**config.mk**
```make
export PLATFORM = sky130hd
export DESIGN_NAME = uart_receiver
export DESIGN_NICKNAME = d
export VERILOG_FILES = /design/src/rtl/uart_receiver.sv
export SDC_FILE = /design/constraint.sdc
export NUM_CORES = 1
export LEC_CHECK = 0
export ABC_AREA = 0
export ABC_CLOCK_PERIOD_IN_PS = 3150
export CAP_MARGIN = 20
export CORE_UTILIZATION = 45
export CTS_CLUSTER_SIZE = 25
export DETAILED_ROUTE_END_ITERATION = 16
export GPL_ROUTABILITY_DRIVEN = 0
export MAX_ROUTING_LAYER = met4
export PLACE_DENSITY = 0.65
export SETUP_SLACK_MARGIN = 0.4
export SYNTH_ARGS = -nofsm -noshare
export SYNTH_HDL_FRONTEND = slang
export SYNTH_SLANG_ARGS = --single-unit
```
**constraint.sdc**
```tcl
create_clock -name clk -period 3.15 [get_ports clk]
set_clock_uncertainty 0.15 [all_clocks]
set_input_delay 0.315 -clock clk [delete_from_list [all_inputs] [get_ports clk]]
set_output_delay 0.315 -clock clk [all_outputs]
set_load 0.05 [all_outputs]
```
**src/rtl/uart_receiver.sv**
```systemverilog
// uart_receiver: 8N1 serial receiver with a 2-FF input synchronizer.
// Each correctly framed byte is presented on rx_data with a one-cycle
// data_valid strobe. A low stop bit gives a one-cycle framing_error pulse,
// after which the receiver waits for the line to return high.
// status_leds mirrors the low DATA_WIDTH bits of the last good byte.
module uart_receiver #(
  parameter int CLK_FREQ   = 100_000_000,
  parameter int BAUD_RATE  = 9600,
  parameter int DATA_WIDTH = 4
) (
  input  logic                  clk,
  input  logic                  reset,
  input  logic                  rx_in,
  output logic [7:0]            rx_data,
  output logic                  data_valid,
  output logic                  framing_error,
  output logic                  busy,
  output logic [DATA_WIDTH-1:0] status_leds
);

  // Bit period and half bit period, both expressed as terminal counts.
  localparam int          P_CYC = CLK_FREQ / BAUD_RATE;
  localparam logic [15:0] P_M1  = 16'(P_CYC - 1);
  localparam logic [15:0] H_M1  = 16'((P_CYC / 2) - 1);

  typedef enum logic [2:0] {
    ST_IDLE      = 3'd0,
    ST_START     = 3'd1,
    ST_DATA      = 3'd2,
    ST_STOP      = 3'd3,
    ST_WAIT_HIGH = 3'd4
  } state_e;

  logic                  sync1_q;
  logic                  rx_s_q;
  state_e                state_q,   state_d;
  logic [15:0]           cnt_q,     cnt_d;
  logic [2:0]            idx_q,     idx_d;
  logic [7:0]            shift_q,   shift_d;
  logic [7:0]            rx_data_q, rx_data_d;
  logic                  valid_q,   valid_d;
  logic                  ferr_q,    ferr_d;
  logic                  busy_q,    busy_d;
  logic [DATA_WIDTH-1:0] leds_q,    leds_d;

  // Next-state logic: baud counting, bit sampling and output strobes.
  always_comb begin
    state_d   = state_q;
    cnt_d     = cnt_q;
    idx_d     = idx_q;
    shift_d   = shift_q;
    rx_data_d = rx_data_q;
    leds_d    = leds_q;
    valid_d   = 1'b0;
    ferr_d    = 1'b0;
    case (state_q)
      ST_IDLE: begin
        cnt_d = 16'd0;
        if (!rx_s_q) begin
          state_d = ST_START;
        end else begin
          state_d = ST_IDLE;
        end
      end
      ST_START: begin
        // Mid-start-bit check rejects short glitches on the line.
        if (cnt_q == H_M1) begin
          cnt_d = 16'd0;
          idx_d = 3'd0;
          if (!rx_s_q) begin
            state_d = ST_DATA;
          end else begin
            state_d = ST_IDLE;
          end
        end else begin
          cnt_d = cnt_q + 16'd1;
        end
      end
      ST_DATA: begin
        // Shifting in from the top leaves the first (LSB) bit at bit 0.
        if (cnt_q == P_M1) begin
          cnt_d   = 16'd0;
          shift_d = {rx_s_q, shift_q[7:1]};
          if (idx_q == 3'd7) begin
            state_d = ST_STOP;
          end else begin
            idx_d = idx_q + 3'd1;
          end
        end else begin
          cnt_d = cnt_q + 16'd1;
        end
      end
      ST_STOP: begin
        if (cnt_q == P_M1) begin
          cnt_d = 16'd0;
          if (rx_s_q) begin
            rx_data_d = shift_q;
            leds_d    = shift_q[DATA_WIDTH-1:0];
            valid_d   = 1'b1;
            state_d   = ST_IDLE;
          end else begin
            ferr_d  = 1'b1;
            state_d = ST_WAIT_HIGH;
          end
        end else begin
          cnt_d = cnt_q + 16'd1;
        end
      end
      ST_WAIT_HIGH: begin
        // A held-low line (break) reports only one error.
        cnt_d = 16'd0;
        if (rx_s_q) begin
          state_d = ST_IDLE;
        end else begin
          state_d = ST_WAIT_HIGH;
        end
      end
      default: begin
        cnt_d   = 16'd0;
        state_d = ST_IDLE;
      end
    endcase
    busy_d = (state_d != ST_IDLE);
  end

  // State, synchronizer and registered outputs; synchronous reset.
  always_ff @(posedge clk) begin
    if (reset) begin
      sync1_q   <= 1'b1;
      rx_s_q    <= 1'b1;
      state_q   <= ST_IDLE;
      cnt_q     <= 16'd0;
      idx_q     <= 3'd0;
      shift_q   <= 8'd0;
      rx_data_q <= 8'd0;
      valid_q   <= 1'b0;
      ferr_q    <= 1'b0;
      busy_q    <= 1'b0;
      leds_q    <= '0;
    end else begin
      sync1_q   <= rx_in;
      rx_s_q    <= sync1_q;
      state_q   <= state_d;
      cnt_q     <= cnt_d;
      idx_q     <= idx_d;
      shift_q   <= shift_d;
      rx_data_q <= rx_data_d;
      valid_q   <= valid_d;
      ferr_q    <= ferr_d;
      busy_q    <= busy_d;
      leds_q    <= leds_d;
    end
  end

  assign rx_data       = rx_data_q;
  assign data_valid    = valid_q;
  assign framing_error = ferr_q;
  assign busy          = busy_q;
  assign status_leds   = leds_q;

endmodule
```
After elaboration in Yosys (flattened, before gate mapping)
Cells that the tools add are included.

Add/sub/neg operators: 2. Eq/ne operators: 10. Multiplexer cells: 17. Bitwise gates (word level): 2. Reduce and logical (&&, ||, !) cells: 8.

Operators with widths (count): 16-bit 2-to-1 mux (2); 16-bit case mux with 2 select lines (1); 3-bit 2-to-1 mux (8); 16-bit by 1-bit adder with 16-bit output, second input constant (1); 16-bit by 13-bit == test with 1-bit output, second input constant (1); 16-bit by 14-bit == test with 1-bit output, second input constant (1); 3-bit case mux with 5 select lines (1); 3-bit by 2-bit == test with 1-bit output, second input constant (2); 3-bit == test, second input constant (2); 2-bit inequality test, second input constant (3); 3-bit case mux with 2 select lines (1); 4-bit AND reduction (1); 3-bit by 1-bit adder with 3-bit output, second input constant (1); 3-bit by 1-bit == test with 1-bit output, second input constant (1); 3-bit logical NOT (1); 1-bit 2-to-1 mux (3); 3-bit AND reduction (1); 3-bit nonzero test (1); 3-bit OR reduction (1); 2-bit 2-to-1 mux (1); 1-bit NOT (2); 2-bit AND reduction (1); 2-bit nonzero test (1); 2-bit OR reduction (1).

Bits in registers: 47. Bits of input ports: 3. Output and inout port bits: 15. Logic and storage cells: 50.

Depth between registers and ports, before layout
Gate-level depths: netlist of run 1.

Depth in word-level cells: 5. Depth in mapped cells: 7. Mapped depth without buffers: 6.

Worst setup path before layout of run 1
Ideal clock, no wire load.

Path type: register -> register. Start: register cnt_q[0]. End: register rx_data_q[0] (netlist: rx_data[0]). Setup time: 117 ps. Data arrival time: 2019 ps. Data required time: 2883 ps. Path slack: 864 ps. Stages on the path, launching flop included: 7. Buffers on the path: 0. Clock period less this slack: 2286 ps. Path through: dfxtp_1 -> ha_1 -> nor4bb_1 -> nand3_1 -> nor3_2 -> mux2i_1 -> nor2_1.

Longest elaborated chain between the ends: 2.

Ends and longest elaborated chain: start: declaration (line 37) `logic [15:0] cnt_q, cnt_d;`; start signal: assignment (line 144) `cnt_q <= cnt_d;`; 16-bit by 14-bit == test with 1-bit output (line 94) `if (cnt_q == P_M1) begin`; 3-bit AND reduction (no source line); end signal: assignment (line 147) `rx_data_q <= rx_data_d;`; end: declaration (line 40) `logic [7:0] rx_data_q, rx_data_d;`.

No other way between the ends. A chain may end at the register's enable or synchronous reset.

Final worst setup path of run 1
Start: register cnt_q[0]. End: register busy_q (netlist: busy).

Longest elaborated chain between the ends: 4. Elaborated cells between the ends (all ways): 7. Those cells by class: eq/ne: 2; mux: 4; reduce/logical: 1.

Ends and longest elaborated chain: 16-bit by 14-bit == test with 1-bit output or 16-bit by 13-bit == test with 1-bit output (tied branches) (line 81, 94, 67); 3-bit 2-to-1 mux (on tied branches) (line 94, 67, 81); 3-bit case mux with 5 select lines * (line 56) `case (state_q)`; 3-bit nonzero test * (line 123) `busy_d = (state_d != ST_IDLE);`; end signal: assignment (line 150) `busy_q <= busy_d;`; end: declaration (line 43) `logic busy_q, busy_d;`.

Every way passes the cells marked *; elsewhere a longest branch is shown, timed or not.

==> results.md, run 1 <==
- Aggregate global routing overflow: 0
- Met3 GRT Util: 6.207%
- Worst hold path type: reg2reg
- Synth Flop Type: dfxtp_1
- Die width: 66.06 µm
- Diodes inserted: 0
- Input/output buffers: 17
- Worst EP arrival: 2490 ps
- Peak VDD IR: 0.0003549 V
- Type of the worst setup path: reg2reg
- Gates resized, CTS repair: 0
- Critical Path RT: 3180 ps
- WL/cell: 12.65 µm
- Pwr/cell area: 432.2 nW/µm²
- Core Footprint: 3799 µm²
- Largest cells by area after synthesis: dfxtp_1, mux2i_1, nor2_1
- Syn nets: 205
- Number of flops mapped to enable cells by yosys: 0
- TritonCTS clock tree: built
- Post-CTS setup repair buffer count: 0
- Vias in the first global route: 1333
- WL final: 3351 µm
- CP max stage delay: 490 ps
- Met2 usage: 28.32%
- Initial antenna violation count: 0
- DRC: 0
- Fin. Hold Viols: 0
- Largest net degree at the start of global routing: 20
- Yosys warns: 0
- CTS H-tree depth: 2
- Startpoint types: flop
- Area Overhead vs Synth: 15.65%
- Global Route Usage Sum: 18.41%
- Synthesized area per cell: 9.280 µm²
- Worst-path cell with the longest stage delay: nor4bb_1
- Post-synth top area share: 46.61%
- Post-route antenna net violation count: 0
- # IOs: 18
- #FFs+latches synth: 43
- Hpwl dp: 2392 µm
- Register area share after synthesis: 46.61%
- CP cell instances: ha_1 -> nor4bb_1 -> nand3_1 -> o21ai_0 -> o31ai_4 -> or3_1
- CP Max Fanout: 6
- Number of fill cells: 342
- Mapped cell area: 1847 µm²
- TritonCTS Buffers: 5
- GRT busiest layer: met2
- Drt pass-1 iters: 4
- Worst path bufs/invs: 0
- Final Cycle Share: 78.17%
- CTS root buffer: clkbuf_8
- Fmax: 406.1 MHz
- Worst skew pair latency: 300 ps
- Initial DRC count: 55
- Synth area leader: dfxtp_1
- Leading cell type by number of instances after synthesis: dfxtp_1
- CP endpoint kind: flop
- Distinct cells, synth: 35
- Site Rows: 22
- Delay-heaviest family, CP: simple AND/OR/NAND/NOR gates
- Sum Neg Setup Slack: 0 ps
- Slew HR: 52.51%
- Final min period: 2462 ps
- Nets: 222
- Vias: 1360
- Die Y: 66.06 µm
- RSZ-0062 raised after global routing: no
- Slew Viols, Final: 0
- Slew @ Worst Pin: 705.8 ps
- CTS sink count: 43
- Final setup violation count: 0
- Ratio of cells with drive above 1 in the final layout: 10.14%
- Most frequent cells after synthesis: dfxtp_1, nor2_1, nand3_1
- CTS max path bufs: 2
- Clock-pin slew on the worst setup and hold paths: 80 ps
- Total die area: 4364 µm²
- P_leak: 0.0006876 µW
- Core Util, Final: 56.23%
- Max-Cap Viols: 0
- Outcome: completed
- Tot Pwr: 923.1 µW
- Share of synthesized registers carrying an async set or reset: 0%
- Gate Count Post-Synth: 199
- M1 GR Usage: 22.16%
- Starting Density: 48.62%
- Vias per inst: 5.132
- Cts hold-fix bufs: 0
- First-pass GRT wire length: 5913 µm
worst paths after layout:
check                              start     end  slack, ps  depth (start not counted)
worst max-delay path            cnt_q[0]    busy        690                          6
worst min-delay path             sync1_q  rx_s_q        260                          1
worst max register to register  cnt_q[0]    busy        690                          6
worst min register to register   sync1_q  rx_s_q        260                          1
placed cells by master, fill, tap and decap left out, types with 2 or more instances in the layout:
| cell type | Yosys | routed |
|---|---|---|
| clkinv_4 | 0 | 2 |
| a21oi_1 | 4 | 4 |
| and3_1 | 3 | 3 |
| ha_1 | 3 | 3 |
| nor3_2 | 2 | 2 |
| xnor2_1 | 7 | 7 |
| nand2_1 | 8 | 8 |
| clkdlybuf4s50_1 | 0 | 17 |
| dfxtp_1 | 43 | 43 |
| xor2_1 | 7 | 7 |
| clkbuf_8 | 0 | 5 |
| nand2b_1 | 3 | 3 |
| o21ai_0 | 2 | 2 |
| nor3_1 | 4 | 4 |
| or4_1 | 2 | 2 |
| nor4bb_1 | 2 | 2 |
| nor2_1 | 39 | 39 |
| buf_4 | 5 | 4 |
| or2_2 | 3 | 3 |
| nand3_1 | 19 | 19 |
| inv_1 | 2 | 2 |
| and3_2 | 2 | 2 |
| nor4_1 | 3 | 3 |
| mux2i_1 | 16 | 16 |
| nand4_1 | 3 | 3 |
stage by stage:
step	hold WS [ps]	area (µm²)	setup WS (ps)	std cells
global placement	248.7	2042	838.0	257
floorplan	239.5	1847	864.0	199
global route	281.9	2136	477.6	265
detailed placement	244.1	2042	766.4	257
finish	263.4	2136	687.5	265
CTS	263.9	2136	755.5	265
where the power goes:
part / internal (µW) / leakage [µW] / switching [µW] / total (µW)
clock network: 158 / 0.0000443 / 194 / 352
logic: 8.21 / 0.000296 / 12.8 / 21.0
registers: 546 / 0.000347 / 3.83 / 550
routing by layer:
metal / part of all wire [%] / wire length (µm)
met1: 50 / 1687
met5: 0 / 0
met3: 3.2 / 107
met2: 46 / 1527
met4: 0.84 / 28
cell type report:
cell class	count	area, µm²	share of cell area [%]
clock buffer	5	68.82	3.222
multi-input combinational	143	913.4	42.77
tap	48	60.06	2.812
clock inverter	3	25.02	1.172
sequential	43	860.8	40.30
timing repair buffer	21	200.2	9.373
inverter	2	7.507	0.3515
flip-flops by register name, indices dropped and copies added, names as in the netlist:
name           cells
cnt_q             16
rx_data            8
shift_q            8
idx_q              3
state_q            3
busy               1
data_valid         1
framing_error      1
rx_s_q             1
sync1_q            1
cell families after synthesis:
| family | Yosys count | share of synthesized area, % |
|---|---|---|
| fa+ha+maj | 3 | 2.033 |
| buf+inv | 13 | 3.930 |
| flops | 43 | 46.61 |
| xor+xnor | 14 | 6.640 |
| mux | 16 | 8.672 |
| simple gates | 101 | 28.59 |
| compound gates | 9 | 3.523 |
Power figures use the tool's default switching activity.
==> run 2: changes to the inputs <==
Settings changed: ABC_CLOCK_PERIOD_IN_PS 3150 to 2500.
Clock period 3.15 ns to 2.5 ns, I/O delays scaled along.
==> run 2 against run 1 <==
Non-clock buffer count up 8; flip-flop and latch count unchanged; die area unchanged; count of clock-buffer cells in the layout unchanged; first-iteration DRC count up 67%; setup slack worse by 480 ps; combinational power up 48%; routed wire length up 4.6%; power up 35%; sequential share of layout area down 2.5 points; core utilization up 4.0 points; clock power up 48%; critical path type unchanged; critical endpoint unchanged; largest power group unchanged.
==> results.md, run 2 (synthesized netlist as in run 1, its figures left out) <==
- CTS max path bufs: 2
- Type of the worst setup path: reg2reg
- Max-Cap Viols: 0
- Slew Viols, Final: 0
- Hold path start: sync1_q
- Hold depth: 1
- # IOs: 18
- Startpoint types: flop
- Cts hold-fix bufs: 0
- Number of fill cells: 326
- Pwr/cell area: 543.1 nW/µm²
- Peak VDD IR: 0.0004253 V
- CP endpoint kind: flop
- Aggregate global routing overflow: 0
- Initial DRC count: 92
- Total die area: 4364 µm²
- Fin. Hold Viols: 0
- Max reg flops: 16
- Site Rows: 22
- CTS sink count: 43
- P_leak: 0.0007536 µW
- TritonCTS Buffers: 5
- DRC: 0
- Die Y: 66.06 µm
- Hpwl dp: 2525 µm
- Met3 GRT Util: 5.172%
- Post-Place Cells: 263
- Ratio of cells with drive above 1 in the final layout: 18.75%
- CTS root buffer: clkbuf_8
- TritonCTS clock tree: built
- Vias per inst: 5.232
- Diodes inserted: 0
- Global Route Usage Sum: 19.13%
- CP Max Fanout: 4
- Nets: 230
- RSZ-0062 raised after global routing: yes
- Core Footprint: 3799 µm²
- Fmax: 436.1 MHz
- Slew HR: 65.69%
- Vias: 1423
- Outcome: completed
- Final setup violation count: 0
- Final std cells w/o fill: 272
- CTS H-tree depth: 2
- Sum Neg Setup Slack: 0 ps
- Input/output buffers: 17
- Met2 usage: 29.08%
- Critical Path RT: 2590 ps
- WL/cell: 12.89 µm
- Worst skew pair latency: 290 ps
- Worst R2R Setup Slack: 210 ps
- Commonest cells after routing, fill and taps aside: nor2_1, dfxtp_1, clkdlybuf4s50_1, mux2i_1, nand3_1
- Slew @ Worst Pin: 513.0 ps
- M1 GR Usage: 24.55%
- WL final: 3506 µm
- Starting Density: 48.62%
- First-pass GRT wire length: 6210 µm
- Post-route antenna net violation count: 0
- Clock-pin slew on the worst setup and hold paths: 80 ps
- Largest net degree at the start of global routing: 20
- Final min period: 2293 ps
- Drt pass-1 iters: 4
- Area Overhead vs Synth: 23.92%
- Largest Register: cnt_q
- Reg2reg start: cnt_q[9]
- Initial antenna violation count: 0
- GRT busiest layer: met2
- Worst EP arrival: 2390 ps
- Reg2Reg Depth: 5
- Final Cycle Share: 91.71%
- Vias in the first global route: 1399
- Die width: 66.06 µm
- Worst hold path type: reg2reg
- Worst setup startpoint: cnt_q[9]
==> run 2: layer usage <==
layer  wire length, µm  part of all wire [%]
met1              1836                    52
met2              1501                    43
met3               119                   3.4
met4                48                   1.4
met5                 0                     0
==> run 2: timing repair <==
action,CTS,global route
pin swaps,4,0
resized for setup,8,5
setup buffers,2,0
endpoints found under the setup margin,21,21
==> run 2: path summary, 6_finish.rpt <==
path | to
min | rx_s_q
max reg2reg | busy
max | busy
min reg2reg | rx_s_q
==> run 2: power by group <==
part	switching, µW	internal (µW)
Combinational	19.3	11.8
Sequential	3.13	688
Clock	229	292
==> run 2: cell type report <==
| type | count | area (µm²) | share of cell area [%] |
|---|---|---|---|
| Clock inverter | 2 | 37.54 | 1.640 |
| Inverter | 2 | 7.507 | 0.3280 |
| Sequential cell | 43 | 865.8 | 37.83 |
| Timing Repair Buffer | 29 | 264.0 | 11.54 |
| Multi-Input combinational cell | 143 | 984.7 | 43.03 |
| Tap cell | 48 | 60.06 | 2.624 |
| Clock buffer | 5 | 68.82 | 3.007 |
==> run 2: critical path, stage by stage, from the launching register on <==
cell     delay (ps)
dfxtp_2         330
or4_4           520
or4_4           550
or3_4           390
o31ai_4         180
or3_1           120
==> run 2: stage by stage <==
stage | power [µW] | cell area [µm²] | util (%) | hold slack [ps] | worst slack, ps
finish | 1243 | 2288 | 60.24 | 257.9 | 207.1
global route | 1288 | 2288 | 60.24 | 282.7 | 170.2
CTS | 1257 | 2265 | 59.62 | 264.8 | 216.6
detailed placement | 738.0 | 2111 | 55.57 | 244.1 | 216.3
global placement | 737.5 | 2111 | 55.57 | 240.2 | 228.6
floorplan | 728.4 | 1871 | - | 203.8 | 312.7
==> run 3: changes to the inputs <==
--- a/constraint.sdc
+++ b/constraint.sdc
@@ -4,2 +4,2 @@
 set_output_delay 0.25 -clock clk [all_outputs]
-set_load 0.05 [all_outputs]
+set_load 0.02 [all_outputs]
==> results of run 3 <==
The final DEF is identical to that of run 2. Status: completed.
Among the figures that moved: total power 1243 µW -> 1241 µW
